## src/rtl/bus_arbiter_rr.sv

```systemverilog
// Round-robin arbiter for a shared tristate bus; adds TURN_CYC idle cycles between grants and caps tenure at MAX_HOLD when contended.
// Latency: grant is registered 1 edge after req from idle; no backpressure, devices hold req as a level.
module bus_arbiter_rr #(
  parameter  int NREQ     = 4,
  parameter  int TURN_CYC = 1,
  parameter  int MAX_HOLD = 8,
  localparam int OW       = (NREQ > 1) ? $clog2(NREQ) : 1,
  localparam int HW       = $clog2(MAX_HOLD + 1),
  localparam int TW       = (TURN_CYC > 1) ? $clog2(TURN_CYC) : 1
) (
  input  logic            clk,
  input  logic            rst,
  input  logic [NREQ-1:0] req,
  output logic [NREQ-1:0] grant,
  output logic [OW-1:0]   owner,
  output logic            bus_busy,
  output logic            preempt
);

  typedef enum logic [1:0] {
    S_IDLE,
    S_GRANT,
    S_TURN
  } state_t;

  state_t          state, state_nxt;
  logic [OW-1:0]   last, last_nxt;
  logic [HW-1:0]   hold_cnt, hold_nxt;
  logic [TW-1:0]   turn_cnt, turn_nxt;
  logic [NREQ-1:0] grant_nxt;
  logic [OW-1:0]   owner_nxt;
  logic            busy_nxt;
  logic            preempt_nxt;

  logic            win_vld;
  logic [OW-1:0]   win_idx;
  logic [OW-1:0]   cand;
  logic [NREQ-1:0] win_onehot;
  logic            own_req;
  logic            other_req;
  logic            hold_sat;
  logic            take;
  logic            rel;

  // Search starts one past the last winner so the previous owner is considered last.
  always_comb begin
    win_vld = 1'b0;
    win_idx = '0;
    cand    = '0;
    for (int k = 0; k < NREQ; k++) begin
      cand = OW'((int'(last) + 1 + k) % NREQ);
      if (!win_vld && req[cand]) begin
        win_vld = 1'b1;
        win_idx = cand;
      end
    end
  end

  assign win_onehot = {{(NREQ-1){1'b0}}, 1'b1} << win_idx;
  // grant is one-hot on the owner while in GRANT, so it doubles as the owner mask.
  assign own_req    = |(req & grant);
  assign other_req  = |(req & ~grant);
  assign hold_sat   = (hold_cnt >= HW'(MAX_HOLD));

  always_comb begin
    state_nxt   = state;
    grant_nxt   = grant;
    owner_nxt   = owner;
    last_nxt    = last;
    hold_nxt    = hold_cnt;
    turn_nxt    = turn_cnt;
    busy_nxt    = bus_busy;
    preempt_nxt = 1'b0;
    take        = 1'b0;
    rel         = 1'b0;

    case (state)
      S_IDLE: begin
        busy_nxt = 1'b0;
        if (win_vld) begin
          take = 1'b1;
        end
      end
      S_GRANT: begin
        if (!own_req) begin
          rel = 1'b1;
        end else if (hold_sat && other_req) begin
          rel         = 1'b1;
          preempt_nxt = 1'b1;
        end else if (!hold_sat) begin
          hold_nxt = hold_cnt + HW'(1);
        end
      end
      S_TURN: begin
        if (turn_cnt != '0) begin
          turn_nxt = turn_cnt - TW'(1);
        end else if (win_vld) begin
          take = 1'b1;
        end else begin
          state_nxt = S_IDLE;
          busy_nxt  = 1'b0;
        end
      end
      default: begin
        state_nxt = S_IDLE;
        grant_nxt = '0;
        busy_nxt  = 1'b0;
      end
    endcase

    if (take) begin
      state_nxt = S_GRANT;
      grant_nxt = win_onehot;
      owner_nxt = win_idx;
      last_nxt  = win_idx;
      hold_nxt  = HW'(1);
      busy_nxt  = 1'b1;
    end

    if (rel) begin
      state_nxt = S_TURN;
      grant_nxt = '0;
      turn_nxt  = TW'(TURN_CYC - 1);
      busy_nxt  = 1'b1;
    end
  end

  always_ff @(posedge clk) begin
    if (rst) begin
      state    <= S_IDLE;
      grant    <= '0;
      owner    <= '0;
      last     <= OW'(NREQ - 1);
      hold_cnt <= '0;
      turn_cnt <= '0;
      bus_busy <= 1'b0;
      preempt  <= 1'b0;
    end else begin
      state    <= state_nxt;
      grant    <= grant_nxt;
      owner    <= owner_nxt;
      last     <= last_nxt;
      hold_cnt <= hold_nxt;
      turn_cnt <= turn_nxt;
      bus_busy <= busy_nxt;
      preempt  <= preempt_nxt;
    end
  end

endmodule

```

## config.mk

```make
export PLATFORM = sky130hd
export DESIGN_NAME = bus_arbiter_rr
export DESIGN_NICKNAME = d
export VERILOG_FILES = /design/src/rtl/bus_arbiter_rr.sv
export SDC_FILE = /design/constraint.sdc
export NUM_CORES = 1
export LEC_CHECK = 0
export CORE_MARGIN = 2
export CORE_UTILIZATION = 40
export CTS_CLUSTER_DIAMETER = 50
export CTS_CLUSTER_SIZE = 30
export DETAILED_ROUTE_END_ITERATION = 8
export GPL_TIMING_DRIVEN = 0
export PLACE_DENSITY = 0.65
export SLEW_MARGIN = 5
export SYNTH_ARGS = -nofsm -noshare
export SYNTH_HDL_FRONTEND = slang
export SYNTH_SLANG_ARGS = --single-unit
```

## constraint.sdc

```tcl
create_clock -name clk -period 1.5 [get_ports clk]
set_input_delay 0.3 -clock clk [delete_from_list [all_inputs] [get_ports clk]]
set_output_delay 0.3 -clock clk [all_outputs]
set_load 0.01 [all_outputs]
```

Word level (Yosys, flattened, before mapping)
Cells that the tools add are included.
Widths: inputs -> output; s select.
{ "op_classes": {"addsub": 6, "reduce_logical": 22, "mux": 40, "n_bitwise": 7, "magnitude_cmp": 5, "n_eq_ne": 12, "n_shift": 1} }
{ "ops": {"columns": ["op", "n"], "rows": [
  ["$mux 1", 23],
  ["$mux 2", 8],
  ["$lt 2x3->1 const B", 4],
  ["$ne 3x3->1 const B", 3],
  ["$reduce_and 3->1", 3],
  ["$and 4x4->4", 2],
  ["$bmux 1 s2", 4],
  ["$mux 4", 2],
  ["$ne 4x4->1 const B", 2],
  ["$reduce_and 4->1", 2],
  ["$reduce_or 4->1", 2],
  ["$add 2x2->2 const B", 3],
  ["$ne 2x1->1 const B", 3],
  ["$reduce_or 2->1", 3],
  ["$reduce_or 3->1", 2],
  ["$add 4x1->4 const B", 1],
  ["$ge 4x4->1 const B", 1],
  ["$logic_and 1x1->1", 4],
  ["$not 1->1", 4],
  ["$not 4->4", 1],
  ["$pmux 1 s2", 2],
  ["$pmux 2 s2", 1],
  ["$reduce_bool 2->1", 2],
  ["$shl 1x2->4 const A", 1],
  ["other kinds (8)", 10]
]} }
{ "totals": {"regBits": 17, "wordCells": 103, "out_inout_bits": 8, "input_bits": 6} }

Depth between registers and ports, before layout
{ "logic_depth": {"word_depth": 18, "ltp_mapped": 5} }

Worst setup path before layout
No wires, ideal clock.
{ "synth_path": {"kind": "register to register", "from": "reg grant[0]", "to": "reg grant[0]", "synth_period_minus_slack_ns": 1.320, "path_slack_ns": 0.180, "required_ns": 1.430, "arrival_ns": 1.250, "stages_incl_launch_ff": 6, "path_cell_list": "dfxtp_1 nor2b_4 o41ai_4 nand2_1 a21o_1 a21oi_1"} }
{ "synth_via": {"elab_chain_len": 8, "elab_cells_between_ends": 10, "cone_classes": "3 x mux; 3 x bitwise; 4 x reduce/logical"} }
{ "synth_rtl": {"columns": ["element", "line_no", "source"], "rows": [
  ["start, declared", "14", "output logic [NREQ-1:0] grant,"],
  ["start signal, assigned", "140", "grant <= grant_nxt;"],
  ["$not 4->4", "62", "assign other_req = |(req & ~grant);"],
  ["$and 4x4->4", "62", null],
  ["$reduce_or 4->1", "62", null],
  ["$logic_and 1x1->1", "87", "end else if (hold_sat && other_req) begin"],
  ["$mux 1", "87", null],
  ["$mux 1 (*)", "85", "if (!own_req) begin"],
  ["$mux 1 (*)", "77", "case (state)"],
  ["$reduce_or 2->1 (no source line) (*)", null, null]
]} }
Every way passes the cells marked *; elsewhere a longest branch is shown, timed or not.
A chain may end at the register's enable or synchronous reset.

Worst setup path after layout
{ "layout_path": {"from": "reg owner[0]", "to": "out owner[0]"} }
{ "layout_rtl": {"columns": ["element", "line_no", "source"], "rows": [
  ["start, declared", "15", "output logic [OW-1:0] owner,"],
  ["start signal, assigned", "141", "owner <= owner_nxt;"]
]} }
No word-level cell between the ends.

==> flow_metrics.py <==
metrics = {
    "clock_tree": {
        "clockBufferDepth": 2,
        "cts_hold_buffers": 0,
        "clk_latency_ps": 280,
        "clockRootBuffer": "clkbuf_4",
        "tritoncts": "built",
        "htreeDepth": 1,
        "cts_sinks": 16,
        "clk_pin_slew_worst_paths_ps": 90,
        "cts_buffers": 3,
    },
    "detailed_routing": {
        "route.detailed.drc": 0,
        "met2_length_um": 838,
        "first_pass_iters": 4,
        "drt_wl_total_mm": 1.63,
        "num_vias": 705,
        "wl_met3_um": 70,
        "final_antenna_net_count": 0,
        "via_per_inst": 5.18,
        "drt_iter0_drc": 14,
        "wl_per_cell_um": 12.0,
        "drt-met1-wl_um": 699,
        "highest_layer": "met4",
    },
    "die": {
        "rows": 16,
        "coreArea_um2": 1920,
        "chipHeight_um": 48.8,
        "ios": 14,
        "dieArea_um2": 2380,
        "start_util": 0.417,
        "fp.dieW_um": 48.8,
    },
    "synthesis": {
        "yosys_register_bits": 16,
        "ys_seq_area_frac": 0.399,
        "yosys_warnings": 0,
        "syn_avg_cell_area_um2": 8.81,
        "synth_top_family_by_area": "simple AND/OR/NAND/NOR gates",
        "muxShareOfSynthArea": 0,
        "synth_cell_type_count": 32,
        "synth-compound-area-share": 0.226,
        "synthXorXnorAreaFrac": 0.0109,
        "synth.cell_area_um2": 802,
        "yosys.area_share.simple": 0.309,
        "synth_cells": 91,
        "synthAdderAreaFrac": 0.0312,
        "syn_nets": 99,
    },
    "placed_design": {
        "numPortBuffers": 13,
        "gp_congestion": 0.800,
        "dp_hpwl_mm": 1.27,
        "dpl_cell_area_um2": 966,
    },
    "timing": {
        "slew_viol_final": 0,
        "max_slew_margin": 0.716,
        "finalHoldViolations": 0,
        "rsz0062_at_grt": "false",
        "fmax_ghz": 0.686,
        "whs_ps": 492,
        "period_needed_ps": 1460,
        "finalCritPeriodShare": 0.972,
        "setup_viol": 0,
        "fin_skew_ps": 4.22,
        "worst_pin_slew_ps": 426,
    },
    "setup_path": {
        "crit_fanout": 2,
        "timing.rr.start": "grant[0]$_SDFFE_PP0P_",
        "crit_chain": "clkdlybuf4s50_1",
        "r2r_end": "grant[0]$_SDFFE_PP0P_",
        "worstSetupPathType": "flop to output port",
        "cp-start-kind": "flop",
        "crit_buf_inv": 1,
        "rrSetupSlack_ps": 140,
        "path_delay_family": "buffers and inverters",
        "critPathMaxStageDelay_ps": 530,
        "cp.arrival_ps": 1160,
        "crit_path_end_kind": "output port",
        "crit_required_ps": 1200,
        "cp_slowest_cell": "clkdlybuf4s50_1",
        "rr_worst_depth": 5,
    },
    "cells_and_area": {
        "nets": 118,
        "layout_commonest_cell": "dfxtp_1",
        "antennaDiodeCount": 0,
        "final_cell_mix": "dfxtp_1 (13), nor2_1 (11), nor3_1 (7), a21oi_1 (7)",
        "area_delta_synth_final_pct": 26.1,
        "drive_gt1_frac": 0.183,
        "fin_area_um2": 1010,
    },
    "power_and_ir_drop": {
        "peakVddDrop_mv": 0.848,
        "powerDensity_nw_per_um2": 968,
        "leakage_nw": 0.420,
    },
    "grt": {
        "grt_max_degree": 11,
        "track_usage": 0.151,
        "grt_pass1_wl_mm": 2.79,
        "grt_pass1_vias": 661,
        "antenna_found_initial": 0,
        "grt_overflow_total": 0,
    },
    "worst_hold_path": {
        "hold_start": "owner[1]$_SDFFE_PP0P_",
        "whs_endpoint": "owner[1]$_SDFFE_PP0P_",
        "hold_path_class": "flop to flop",
        "min_path_cells": 2,
    },
    "flow_run": {
        "maxCapViolCount": 0,
    },
    "outcome": {
        "status": "finished clean",
    },
}
-- layer usage --
layer | global-route usage | up-vias
met5 | 0 | -
met3 | 0.0276 | 4
met4 | 0.0714 | 0
met2 | 0.272 | 16
li1 | - | 356
met1 | 0.171 | 329
-- kinds of logic (layout without fill, tap and decap cells) --
logic type | Yosys count | in the layout
simple gates | 43 | 43
fa+ha+maj | 2 | 2
flops | 16 | 16
buf+inv | 5 | 23
compound gates | 24 | 24
xor+xnor | 1 | 1
-- synthesized netlist by cell type, drive strengths merged --
cell	instances	area (µm²)
dfxtp	16	320
nor2	12	47.6
nor3	8	45.0
a21oi	7	35.0
nand2	6	22.5
nand2b	5	31.3
nor2b	5	46.3
a22oi	4	30.0
inv	4	15.0
a211oi	3	27.5
o21ai	3	15.0
a211o	2	17.5
and2	2	15.0
ha	2	25.0
a21o	1	7.51
a31oi	1	6.26
and3	1	6.26
clkbuf	1	3.75
nor3b	1	7.51
nor4	1	12.5
o21a	1	7.51
o21bai	1	7.51
o41ai	1	27.5
or2	1	6.26
or2b	1	7.51
xor2	1	8.76
-- sequential cells by signal, indices dropped and copies added (netlist names) --
register,flops
hold_cnt,4
last,2
owner,2
preempt,1
state,2
bus_busy,1
grant,4
-- report_power, final --
part / switching [mW] / internal [mW] / leakage, nW
sequential: 0.0298 / 0.458 / 0.133
clock: 0.130 / 0.148 / 0.0210
combinational: 0.116 / 0.0976 / 0.266
total: 0.276 / 0.703 / 0.420
-- area by class of cell --
class,count,area (µm²)
fillers,206,911
multi-input cells,70,475
flip-flops and latches,16,324
repair buffers,14,123
clock buffers,4,36.3
well taps,27,33.8
inverters,4,15.0
plain buffers,1,3.75
-- timing repair --
item                                    in CTS  in global routing
setup buffers                                1                  0
pin swaps                                    1                  0
resized for setup                           12                  6
endpoints found under the setup margin      17                  6
-- per-stage QoR --
stage          cells   util  power (mW)  worst slack [ps]  setup TNS [ps]
2_1_floorplan     91      -       0.630               180               0
3_3_place_gp     131  0.503       0.713              -506           -5890
3_5_place_dp     131  0.503       0.718              -502           -5920
4_1_cts          136  0.527        1.00              17.2               0
5_1_grt          136  0.526        1.05              3.07               0
6_report         136  0.526       0.979              41.7               0
-- worst max-delay path by stage --
stage	from	to	slack [ps]	cells past startpoint
2_1_floorplan	grant[0]$_SDFFE_PP0P_	grant[0]$_SDFFE_PP0P_	180	5
3_3_place_gp	req[1]	last[1]$_SDFFE_PP1P_	-510	5
3_5_place_dp	req[1]	last[1]$_SDFFE_PP1P_	-500	5
4_1_cts	owner[0]$_SDFFE_PP0P_	owner[0]	20	1
5_1_grt	owner[1]$_SDFFE_PP0P_	owner[1]	3	1
6_report	owner[0]$_SDFFE_PP0P_	owner[0]	40	1
Power figures use the tool's default switching activity.
